### src/rtl/mem_access_ctrl.sv
// mem_access_ctrl: round-robin CPU/debug access to a big-endian byte RAM (RMW sub-word stores, extended loads, misalign detect); ports: i_cpu_*/o_cpu_* MEM stage, i_dbg_*/o_dbg_* loader, o_mem_*/i_mem_rdata RAM, o_busy
module mem_access_ctrl #(
  parameter int NB_DATA = 32,
  parameter int NB_ADDR = 8
) (
  input  logic               clk,
  input  logic               i_rst,
  input  logic               i_cpu_req,
  input  logic               i_cpu_we,
  input  logic [1:0]         i_cpu_size,
  input  logic               i_cpu_unsigned,
  input  logic [NB_ADDR-1:0] i_cpu_addr,
  input  logic [NB_DATA-1:0] i_cpu_wdata,
  output logic [NB_DATA-1:0] o_cpu_rdata,
  output logic               o_cpu_done,
  output logic               o_cpu_stall,
  output logic               o_misalign_err,
  input  logic               i_dbg_req,
  input  logic               i_dbg_we,
  input  logic [NB_ADDR-1:0] i_dbg_addr,
  input  logic [NB_DATA-1:0] i_dbg_wdata,
  output logic [NB_DATA-1:0] o_dbg_rdata,
  output logic               o_dbg_ack,
  output logic               o_mem_we,
  output logic [NB_ADDR-1:0] o_mem_addr,
  output logic [NB_DATA-1:0] o_mem_wdata,
  input  logic [NB_DATA-1:0] i_mem_rdata,
  output logic               o_busy
);
  typedef enum logic [2:0] {IDLE, LOAD, STORE, RMW_RD, RMW_WR, RESP} state_t;
  state_t r_state, w_next;
  logic r_last_dbg, r_gnt_dbg, r_uns, r_mis;
  logic [1:0] r_size;
  logic [NB_ADDR-1:0] r_addr;
  logic [NB_DATA-1:0] r_wdata, r_rmw;
  logic w_pick_dbg, w_accept, w_cpu_mis;
  logic [4:0] w_sh;
  logic [NB_DATA-1:0] w_lane, w_mask, w_merge, w_ext;
  assign w_pick_dbg = i_dbg_req & (~i_cpu_req | ~r_last_dbg);
  assign w_accept = i_cpu_req | i_dbg_req;
  assign w_cpu_mis = (i_cpu_size == 2'b00) ? 1'b0 : (i_cpu_size == 2'b01) ? i_cpu_addr[0] : |i_cpu_addr[1:0];
  assign w_sh = (r_size == 2'b00) ? {~r_addr[1:0], 3'b000} : {~r_addr[1], 4'b0000};
  assign w_lane = i_mem_rdata >> w_sh;
  assign w_mask = ((r_size == 2'b00) ? 32'h0000_00FF : 32'h0000_FFFF) << w_sh;
  assign w_merge = (r_rmw & ~w_mask) | ((r_wdata << w_sh) & w_mask);
  assign w_ext = (r_size == 2'b00) ? {{24{w_lane[7] & ~r_uns}}, w_lane[7:0]} :
                 (r_size == 2'b01) ? {{16{w_lane[15] & ~r_uns}}, w_lane[15:0]} : i_mem_rdata;
  always_comb begin
    w_next = r_state;
    case (r_state)
      IDLE: w_next = !w_accept ? IDLE : w_pick_dbg ? (i_dbg_we ? STORE : LOAD) :
                     w_cpu_mis ? RESP : !i_cpu_we ? LOAD : i_cpu_size[1] ? STORE : RMW_RD;
      LOAD, STORE, RMW_WR: w_next = RESP;
      RMW_RD: w_next = RMW_WR;
      default: w_next = IDLE;
    endcase
  end
  assign o_busy = (r_state != IDLE);
  assign o_mem_we = ((r_state == STORE) | (r_state == RMW_WR)) & ~i_rst;
  assign o_mem_addr = o_busy ? {r_addr[NB_ADDR-1:2], 2'b00} : '0;
  assign o_mem_wdata = (r_state == STORE) ? r_wdata : (r_state == RMW_WR) ? w_merge : '0;
  assign o_cpu_done = (r_state == RESP) & ~r_gnt_dbg;
  assign o_dbg_ack = (r_state == RESP) & r_gnt_dbg;
  assign o_misalign_err = (r_state == RESP) & r_mis;
  assign o_cpu_stall = i_cpu_req & ~o_cpu_done;
  always_ff @(posedge clk) begin
    if (i_rst) begin
      r_state <= IDLE;
      r_last_dbg <= 1'b1;
      r_gnt_dbg <= 1'b0;
      r_uns <= 1'b0;
      r_mis <= 1'b0;
      r_size <= '0;
      r_addr <= '0;
      r_wdata <= '0;
      r_rmw <= '0;
      o_cpu_rdata <= '0;
      o_dbg_rdata <= '0;
    end else begin
      r_state <= w_next;
      if (r_state == IDLE && w_accept) begin
        r_last_dbg <= w_pick_dbg;
        r_gnt_dbg <= w_pick_dbg;
        r_size <= w_pick_dbg ? 2'b10 : i_cpu_size;
        r_uns <= i_cpu_unsigned;
        r_addr <= w_pick_dbg ? (i_dbg_addr & ~NB_ADDR'(3)) : i_cpu_addr;
        r_wdata <= w_pick_dbg ? i_dbg_wdata : i_cpu_wdata;
        r_mis <= ~w_pick_dbg & w_cpu_mis;
        if (~w_pick_dbg & w_cpu_mis) o_cpu_rdata <= '0;
      end
      if (r_state == RMW_RD) r_rmw <= i_mem_rdata;
      if (r_state == LOAD && r_gnt_dbg) o_dbg_rdata <= i_mem_rdata;
      if (r_state == LOAD && !r_gnt_dbg) o_cpu_rdata <= w_ext;
    end
  end
endmodule

### config.mk
export PLATFORM = sky130hd
export DESIGN_NAME = mem_access_ctrl
export DESIGN_NICKNAME = d
export VERILOG_FILES = /design/src/rtl/mem_access_ctrl.sv
export SDC_FILE = /design/constraint.sdc
export NUM_CORES = 1
export LEC_CHECK = 0
export ABC_CLOCK_PERIOD_IN_PS = 4430
export CAP_MARGIN = 15
export CORE_MARGIN = 10
export CORE_UTILIZATION = 35
export DETAILED_ROUTE_END_ITERATION = 7
export GPL_TIMING_DRIVEN = 0
export PLACE_DENSITY_LB_ADDON = 0.15
export SYNTH_ARGS = -nofsm -noshare
export SYNTH_HDL_FRONTEND = slang
export SYNTH_SLANG_ARGS = --single-unit
### constraint.sdc
create_clock -name clk -period 4.43 [get_ports clk]
set_input_delay 0.886 -clock clk [delete_from_list [all_inputs] [get_ports clk]]
set_output_delay 0.886 -clock clk [all_outputs]
set_load 0.01 [all_outputs]
==> results of run 1 <==
-- cell usage after synthesis, types with 2 or more instances --
master / count
nand2_1: 153
a222oi_1: 38
nand3_1: 7
o21ai_0: 34
a22o_1: 16
buf_4: 5
o22ai_1: 16
and3_1: 4
a221o_1: 18
a2bb2oi_1: 8
a21o_1: 2
buf_6: 6
inv_1: 4
mux2i_1: 9
and2_1: 11
a32o_1: 8
a31oi_1: 2
nand2b_1: 10
or2_2: 9
a221oi_1: 2
o221ai_1: 5
a211oi_1: 5
nor3_1: 4
o2bb2ai_1: 7
nor2b_1: 5
clkbuf_1: 44
mux2_2: 2
a21oi_1: 69
o21a_1: 2
buf_2: 15
a22oi_1: 3
dfxtp_1: 145
nor2_1: 66
-- how the worst min path moves through the flow --
stage / to / cells after the start
final: r_rmw[15]$_SDFFE_PP0P_ / 2
after global routing: r_rmw[15]$_SDFFE_PP0P_ / 2
after CTS: r_rmw[15]$_SDFFE_PP0P_ / 2
after detailed placement: r_rmw[15]$_SDFFE_PP0P_ / 2
after global placement: r_rmw[12]$_SDFFE_PP0P_ / 2
after floorplan: r_rmw[10]$_SDFFE_PP0P_ / 2
-- stage by stage --
step	instance area [sq um]	total power, W	util [%]	std cells	hold slack [ns]
after floorplan	6410	0.00277	-	757	0.431
after global placement	8950	0.00360	49.8	1211	0.438
after detailed placement	8950	0.00361	49.8	1211	0.442
after CTS	9560	0.00510	53.2	1243	0.450
after global routing	9560	0.00536	53.2	1243	0.467
final	9560	0.00510	53.2	1243	0.448
-- where the power goes --
| part | switching [W] | internal, W | leakage [nW] | total (W) |
|---|---|---|---|---|
| Clock | 0.000587 | 0.000903 | 0.287 | 0.00149 |
| Combinational | 0.00104 | 0.000852 | 1.92 | 0.00190 |
| Sequential | 0.000174 | 0.00154 | 1.18 | 0.00171 |
-- registers in the layout, indices dropped and copies added, names as in the netlist --
signal and cells:
r_state 3, o_dbg_rdata 32, r_gnt_dbg 1, r_mis 1, r_rmw 32, o_cpu_rdata 32, r_last_dbg 1, r_size 2
r_addr 8, r_wdata 32, r_uns 1
-- worst reg2reg max path, cell delays in order (launching register included) --
cell and delay, ns:
dfxtp_1 0.30, buf_6 0.14, nor3_4 0.22, inv_1 0.17
nor2_1 0.28, buf_2 0.32, buf_4 0.22, a222oi_1 0.11
nor2_1 0.12
-- cell usage in the layout, fill, tap and decap left out, drive strengths merged, types with 10 or more instances in the layout --
master         synthesis  final
a21oi                 70     70
a221o                 18     18
a222oi                38     38
a22o                  16     16
and2                  12     12
buf                   27     27
clkbuf                44     64
clkdlybuf4s50          0    225
dfxtp                145    145
nand2                153    153
nand2b                10     10
nor2                  67     67
o21ai                 34     34
o22ai                 16     16
or2                   10     10
-- layout make-up --
type | count | share of cell area (%)
Buffer | 71 | 3.82
Sequential cell | 145 | 30.4
Multi-Input combinational cell | 536 | 32.7
Inverter | 5 | 0.196
Timing Repair Buffer | 225 | 23.6
Clock buffer | 20 | 4.67
Clock inverter | 12 | 1.65
Tap cell | 229 | 3.00
-- kinds of logic (layout without fill, tap and decap cells) --
logic type,Yosys count,in the layout,share of synthesized area [%]
AND/OR/NAND/NOR,281,281,19.4
AO/OA/AOI/OAI,242,242,27.5
flip-flops,145,145,45.3
buffers and inverters,76,333,5.99
multiplexers,11,11,1.76
other,1,2,0.0585
-- routing by layer --
metal / up-vias / GRT usage (%) / share of wire [%]
li1: 3247 / - / -
met1: 3205 / 26.9 / 43
met2: 324 / 33.2 / 45
met3: 27 / 8.05 / 10
met4: 0 / 5.12 / 1.4
met5: - / 0 / 0
==> reports/qor.csv, run 1 <==
stage;metric;value;unit
detailed_routing;Final ANT Viol Nets;0;
timing;RSZ-0062 raised after global routing;no;
setup_path;Critical Path AT;2.85;ns
yosys;share of the synthesized area in the top cell type;45.3;%
die;core region area;0.0180;sq mm
yosys;post-synthesis average cell area;8.48;sq um
cts;TritonCTS Sinks;145;
power_and_ir_drop;maximum vdd drop;0.000326;V
detailed_routing;vias;6803;
global_route;vias in the first global route;6551;
global_route;grt ovf;0;
yosys;Post-Synthesis Cells;756;
die;Rows;49;
timing;Final min period;3.73;ns
place;half-perimeter wire length after placement;20400;microns
timing;Setup Skew;0.00490;ns
cts;cts hold-fix bufs;0;
detailed_routing;DRC errors left;0;
setup_path;Setup crit end kind;output pin;
setup_path;Worst path max stage delay;0.61;ns
final_layout;area of the multi-input gates;0.00313;sq mm
global_route;initial antenna violation count;0;
setup_path;reg2reg path depth;8;
cts;Clock Pin Slew Worst Setup and Hold Paths;0.06;ns
detailed_routing;DRT iter0 DRCs;720;
status;status;finished, final reports clean;
setup_path;Levels on crit path;6;
cts;H-tree level count;4;
detailed_routing;routed len/inst;21.6;microns
yosys;Post-synth ARST share;0;%
final_layout;filler cell count;1756;
place;pre-CTS WS;0.826;ns
yosys;synth warn;0;
setup_path;worst flop-to-flop path startpoint;r_state[0]$_SDFF_PP0_;
setup_path;WP buf/inv;3;
final_layout;layout cell share with drive strength beyond 1;7.69;%
setup_path;CP startpoint;r_state[2]$_SDFF_PP0_;
power_and_ir_drop;P per Cell Area;534;mW/mm^2
cts;CTS Root Cell;clkbuf_16;
setup_path;reg-to-reg setup timing slack;2.49;ns
place;GPL Wtd Cong;0.860;
setup_path;crit path max fanout;10;
yosys;Yosys top cell by area;dfxtp_1;
final_layout;Area Overhead vs Synth;49.1;%
global_route;first-pass GRT wire length;39800;microns
detailed_routing;final WL;26900;microns
die;Die ar.;0.0241;sq mm
setup_path;Reg-to-Reg End;r_wdata[22]$_SDFFE_PP0P_;
timing;max_slew headroom;50.6;%
die;die height;155;microns
setup_path;Crit path required time;3.54;ns
cts;setup repair bufs after CTS;0;
cts;CTS tree;built;
timing;setup TNS;0;ns
final_layout;FF+latch area;0.00290;sq mm
detailed_routing;Via density;5.47;
yosys;top cells by area, synth;dfxtp_1 45%, nand2_1 9.0%, a222oi_1 5.9%;
setup_path;CP max-delay cell;nor3b_2;
setup_path;Crit Path Category;flop to output pin;
detailed_routing;First-pass DRT Iterations;6;
setup_path;CP Cell Sequence;buf_4, nor3b_2, clkbuf_1, nand2_1, o21ai_0, clkdlybuf4s50_1;
timing;fmax;268;MHz
global_route;Total GRT Usage;21.2;%
timing;Final Slew Violations;0;
final_layout;# nets final;1122;
timing;Final setup viols;0;
timing;PnR worst setup slack;0.696;ns
cts;worst skew pair latency;0.43;ns
die;io pins;231;
yosys;mapped cell area;0.00641;sq mm
timing;final hold violations;0;
global_route;largest net degree at the start of global routing;17;
cts;CTS Buf Count;17;
flow_run;max-cap violation count;0;
cts;post-cts sizing count;0;
cts;clock buffer depth;2;
place;I/O Buffers;225;
die;chip width;155;microns
setup_path;Worst Setup EP;o_mem_wdata[20];
yosys;sequential area share after synthesis;45.3;%
yosys;Yosys cell types;55;
yosys;top_reg_cell synth;dfxtp_1;
die;Initial Util;35.7;%
yosys;EDFF count, synth;0;
setup_path;CP Launch Type;flop;
yosys;Seq cells post-synth;145;
power_and_ir_drop;Leakage;3.39;nW
timing;Final Cycle Share;84.3;%
final_layout;Ant. Diodes;0;
setup_path;Worst path top cell family by delay;buffers and inverters;
worst_hold_path;HP Start;r_rmw[15]$_SDFFE_PP0P_;
worst_hold_path;Min-Delay Path Class;flop to flop;
timing;Worst-Margin Slew;0.738;ns
No activity file was read; power rests on OpenSTA's default activity.
==> run 2, diff against run 1 <==
--- a/config.mk
+++ b/config.mk
@@ -5,7 +5,7 @@
 export SDC_FILE = /design/constraint.sdc
 export NUM_CORES = 1
 export LEC_CHECK = 0
-export ABC_CLOCK_PERIOD_IN_PS = 4430
+export ABC_CLOCK_PERIOD_IN_PS = 3100
 export CAP_MARGIN = 15
 export CORE_MARGIN = 10
 export CORE_UTILIZATION = 35
==> constraint.sdc (replaced) <==
create_clock -name clk -period 3.1 [get_ports clk]
set_input_delay 0.62 -clock clk [delete_from_list [all_inputs] [get_ports clk]]
set_output_delay 0.62 -clock clk [all_outputs]
set_load 0.01 [all_outputs]
==> run 2 against run 1 <==
Compared with the run above: sequential power is 44% higher; die area stayed put; final cell count rose by 0.16%; non-clock buffer count increased by 2; count of clock-buffer cells in the layout is the same; combinational power grew 48%; critical path type unchanged; critical endpoint is now o_mem_wdata[22].
==> reports/qor.csv, run 2 (synthesized netlist as in run 1, its figures left out) <==
stage;metric;value;unit;change
setup_path;Worst path top cell family by delay;buffers and inverters;;unchanged
setup_path;CP Launch Type;flop;;unchanged
die;io pins;231;;unchanged
global_route;vias in the first global route;6568;;was 6551
die;chip width;155;microns;unchanged
timing;Min Hold Slack;0.449;ns;was 0.448 ns
cts;CTS Buf Count;17;;unchanged
timing;Final setup viols;0;;unchanged
global_route;largest net degree at the start of global routing;17;;unchanged
final_layout;FF+latch area;0.00291;sq mm;was 0.00290 sq mm
global_route;Total GRT Usage;21.3;%;was 21.2%
timing;Setup Skew;0.00504;ns;was 0.00490 ns
cts;worst skew pair latency;0.43;ns;about the same
final_layout;commonest non-fill, non-tap cell in the layout;clkdlybuf4s50_1;;unchanged
cts;cts hold-fix bufs;0;;unchanged
die;core region area;0.0180;sq mm;unchanged
timing;fmax;332;MHz;
detailed_routing;Via density;5.48;;was 5.47
timing;max_slew headroom;52.0;%;was 50.6%
setup_path;WP buf/inv;3;;unchanged
setup_path;Setup crit end kind;output pin;;unchanged
global_route;first-pass GRT wire length;39900;microns;was 39800 microns
cts;clock buffer depth;2;;unchanged
detailed_routing;First-pass DRT Iterations;6;;unchanged
setup_path;CP max-delay cell;clkdlybuf4s50_1;;was nor3b_2
die;die height;155;microns;unchanged
place;half-perimeter wire length after placement;20400;microns;unchanged
power_and_ir_drop;maximum vdd drop;0.000486;V;was 0.000326 V
place;GPL Wtd Cong;0.860;;unchanged
detailed_routing;routed len/inst;21.7;microns;was 21.6 microns
cts;TritonCTS Sinks;145;;unchanged
cts;CTS Root Cell;clkbuf_16;;unchanged
final_layout;area of the multi-input gates;0.00319;sq mm;was 0.00313 sq mm
die;Initial Util;35.7;%;unchanged
final_layout;# nets final;1124;;was 1122
timing;Final min period;3.01;ns;
place;I/O Buffers;225;;unchanged
final_layout;Ant. Diodes;0;;unchanged
final_layout;commonest non-fill, non-tap cells in the layout;224 x clkdlybuf4s50_1, 152 x nand2_1, 141 x dfxtp_1;;was 225 x clkdlybuf4s50_1, 153 x nand2_1, 145 x dfxtp_1
cts;H-tree level count;4;;unchanged
timing;final hold violations;0;;unchanged
timing;Worst-Margin Slew;0.719;ns;was 0.738 ns
setup_path;CP Cell Sequence;buf_6, nor3_4, nor2_4, buf_4, mux2i_1, o21ai_0, clkdlybuf4s50_1;;was buf_4, nor3b_2, clkbuf_1, nand2_1, o21ai_0, clkdlybuf4s50_1
timing;setup TNS;0;ns;unchanged
die;Die ar.;0.0241;sq mm;unchanged
timing;Final Cycle Share;97.2;%;
setup_path;Critical Path AT;2.39;ns;was 2.85 ns
detailed_routing;DRT iter0 DRCs;600;;was 720
cts;CTS tree;built;;unchanged
power_and_ir_drop;P per Cell Area;765;mW/mm^2;was 534 mW/mm^2
setup_path;Crit path required time;2.48;ns;was 3.54 ns
global_route;grt ovf;0;;unchanged
detailed_routing;vias;6821;;was 6803
setup_path;Worst path max stage delay;0.58;ns;was 0.61 ns
detailed_routing;final WL;27000;microns;was 26900 microns
timing;Final Slew Violations;0;;unchanged
power_and_ir_drop;Leakage;3.46;nW;was 3.39 nW
flow_run;max-cap violation count;0;;unchanged
global_route;initial antenna violation count;0;;unchanged
die;Rows;49;;unchanged
worst_hold_path;Min-Delay Path Class;flop to flop;;unchanged
final_layout;layout cell share with drive strength beyond 1;10.2;%;was 7.69%
cts;Clock Pin Slew Worst Setup and Hold Paths;0.06;ns;about the same
final_layout;filler cell count;1758;;was 1756
detailed_routing;DRC errors left;0;;unchanged
detailed_routing;Final ANT Viol Nets;0;;unchanged
final_layout;Area Overhead vs Synth;51.0;%;was 49.1%
setup_path;Crit Path Category;flop to output pin;;unchanged
status;status;finished, final reports clean;;unchanged
setup_path;crit path max fanout;10;;unchanged
[run 2: cell types whose count changed in the layout (fill, tap and decap cells not counted), moves of 4 or more]
| cell | previous run | this run |
|---|---|---|
| clkbuf_2 | 0 | 4 |
| clkbuf_1 | 46 | 34 |
| o21ai_1 | 0 | 7 |
| dfxtp_1 | 145 | 141 |
| o21ai_0 | 34 | 27 |
| dfxtp_2 | 0 | 4 |
| clkbuf_4 | 0 | 4 |
| buf_4 | 5 | 10 |
[run 2: path summary, 6_finish.rpt]
| kind | from | end | slack [ns] | depth (start not counted) |
|---|---|---|---|---|
| worst max-delay path | r_size[0]$_SDFFE_PP0P_ | o_mem_wdata[22] | 0.09 | 7 |
| worst min register to register | r_rmw[15]$_SDFFE_PP0P_ | r_rmw[15]$_SDFFE_PP0P_ | 0.45 | 2 |
| worst min-delay path | r_rmw[15]$_SDFFE_PP0P_ | r_rmw[15]$_SDFFE_PP0P_ | 0.45 | 2 |
| worst max register to register | r_state[0]$_SDFF_PP0_ | r_wdata[22]$_SDFFE_PP0P_ | 1.14 | 8 |
[run 2: per-stage QoR]
stage	util, %	total power [W]	area, sq um	instances	setup WS [ns]
2_1_floorplan	-	0.00396	6410	757	1.01
3_3_place_gp	49.8	0.00515	8950	1211	0.0199
3_5_place_dp	49.8	0.00516	8950	1211	0.0281
4_1_cts	53.5	0.00734	9620	1242	-0.00498
5_1_grt	53.9	0.00777	9680	1245	-0.00233
6_report	53.9	0.00741	9680	1245	0.0875
[run 2: per-layer routing]
metal	GRT usage, %	routed length [microns]
met5	0	0
met2	33.1	12200
met1	26.9	11700
met3	8.30	2740
met4	5.21	415
[run 2: worst min-delay path: cells and delay by family, from the launching register on]
kind / cells / cell delay, ns
DFF: 1 / 0.30
and+or+nand+nor: 1 / 0.05
AOI/OAI and AO/OA: 1 / 0.05
[run 2: cell type report]
cell class	instances	share of cell area (%)
Buffer	68	4.01
Clock buffer	20	4.61
Clock inverter	12	1.63
Tap cell	229	2.96
Timing Repair Buffer	230	23.6
Multi-Input combinational cell	536	32.9
Sequential cell	145	30.0
Inverter	5	0.194
[run 2: timing repair]
item,4_1_cts,5_1_grt
pin swaps,1,3
resized for setup,20,28
endpoints found under the setup margin,32,33
endpoints found under the hold margin,0,0
gates cloned,0,0
setup buffers,2,3
[run 2: report_power, final]
| group | switching [W] | total, W | internal (W) | leakage, nW |
|---|---|---|---|---|
| Sequential | 0.000260 | 0.00246 | 0.00220 | 1.18 |
| Clock | 0.000840 | 0.00213 | 0.00129 | 0.287 |
| Combinational | 0.00152 | 0.00281 | 0.00129 | 1.99 |
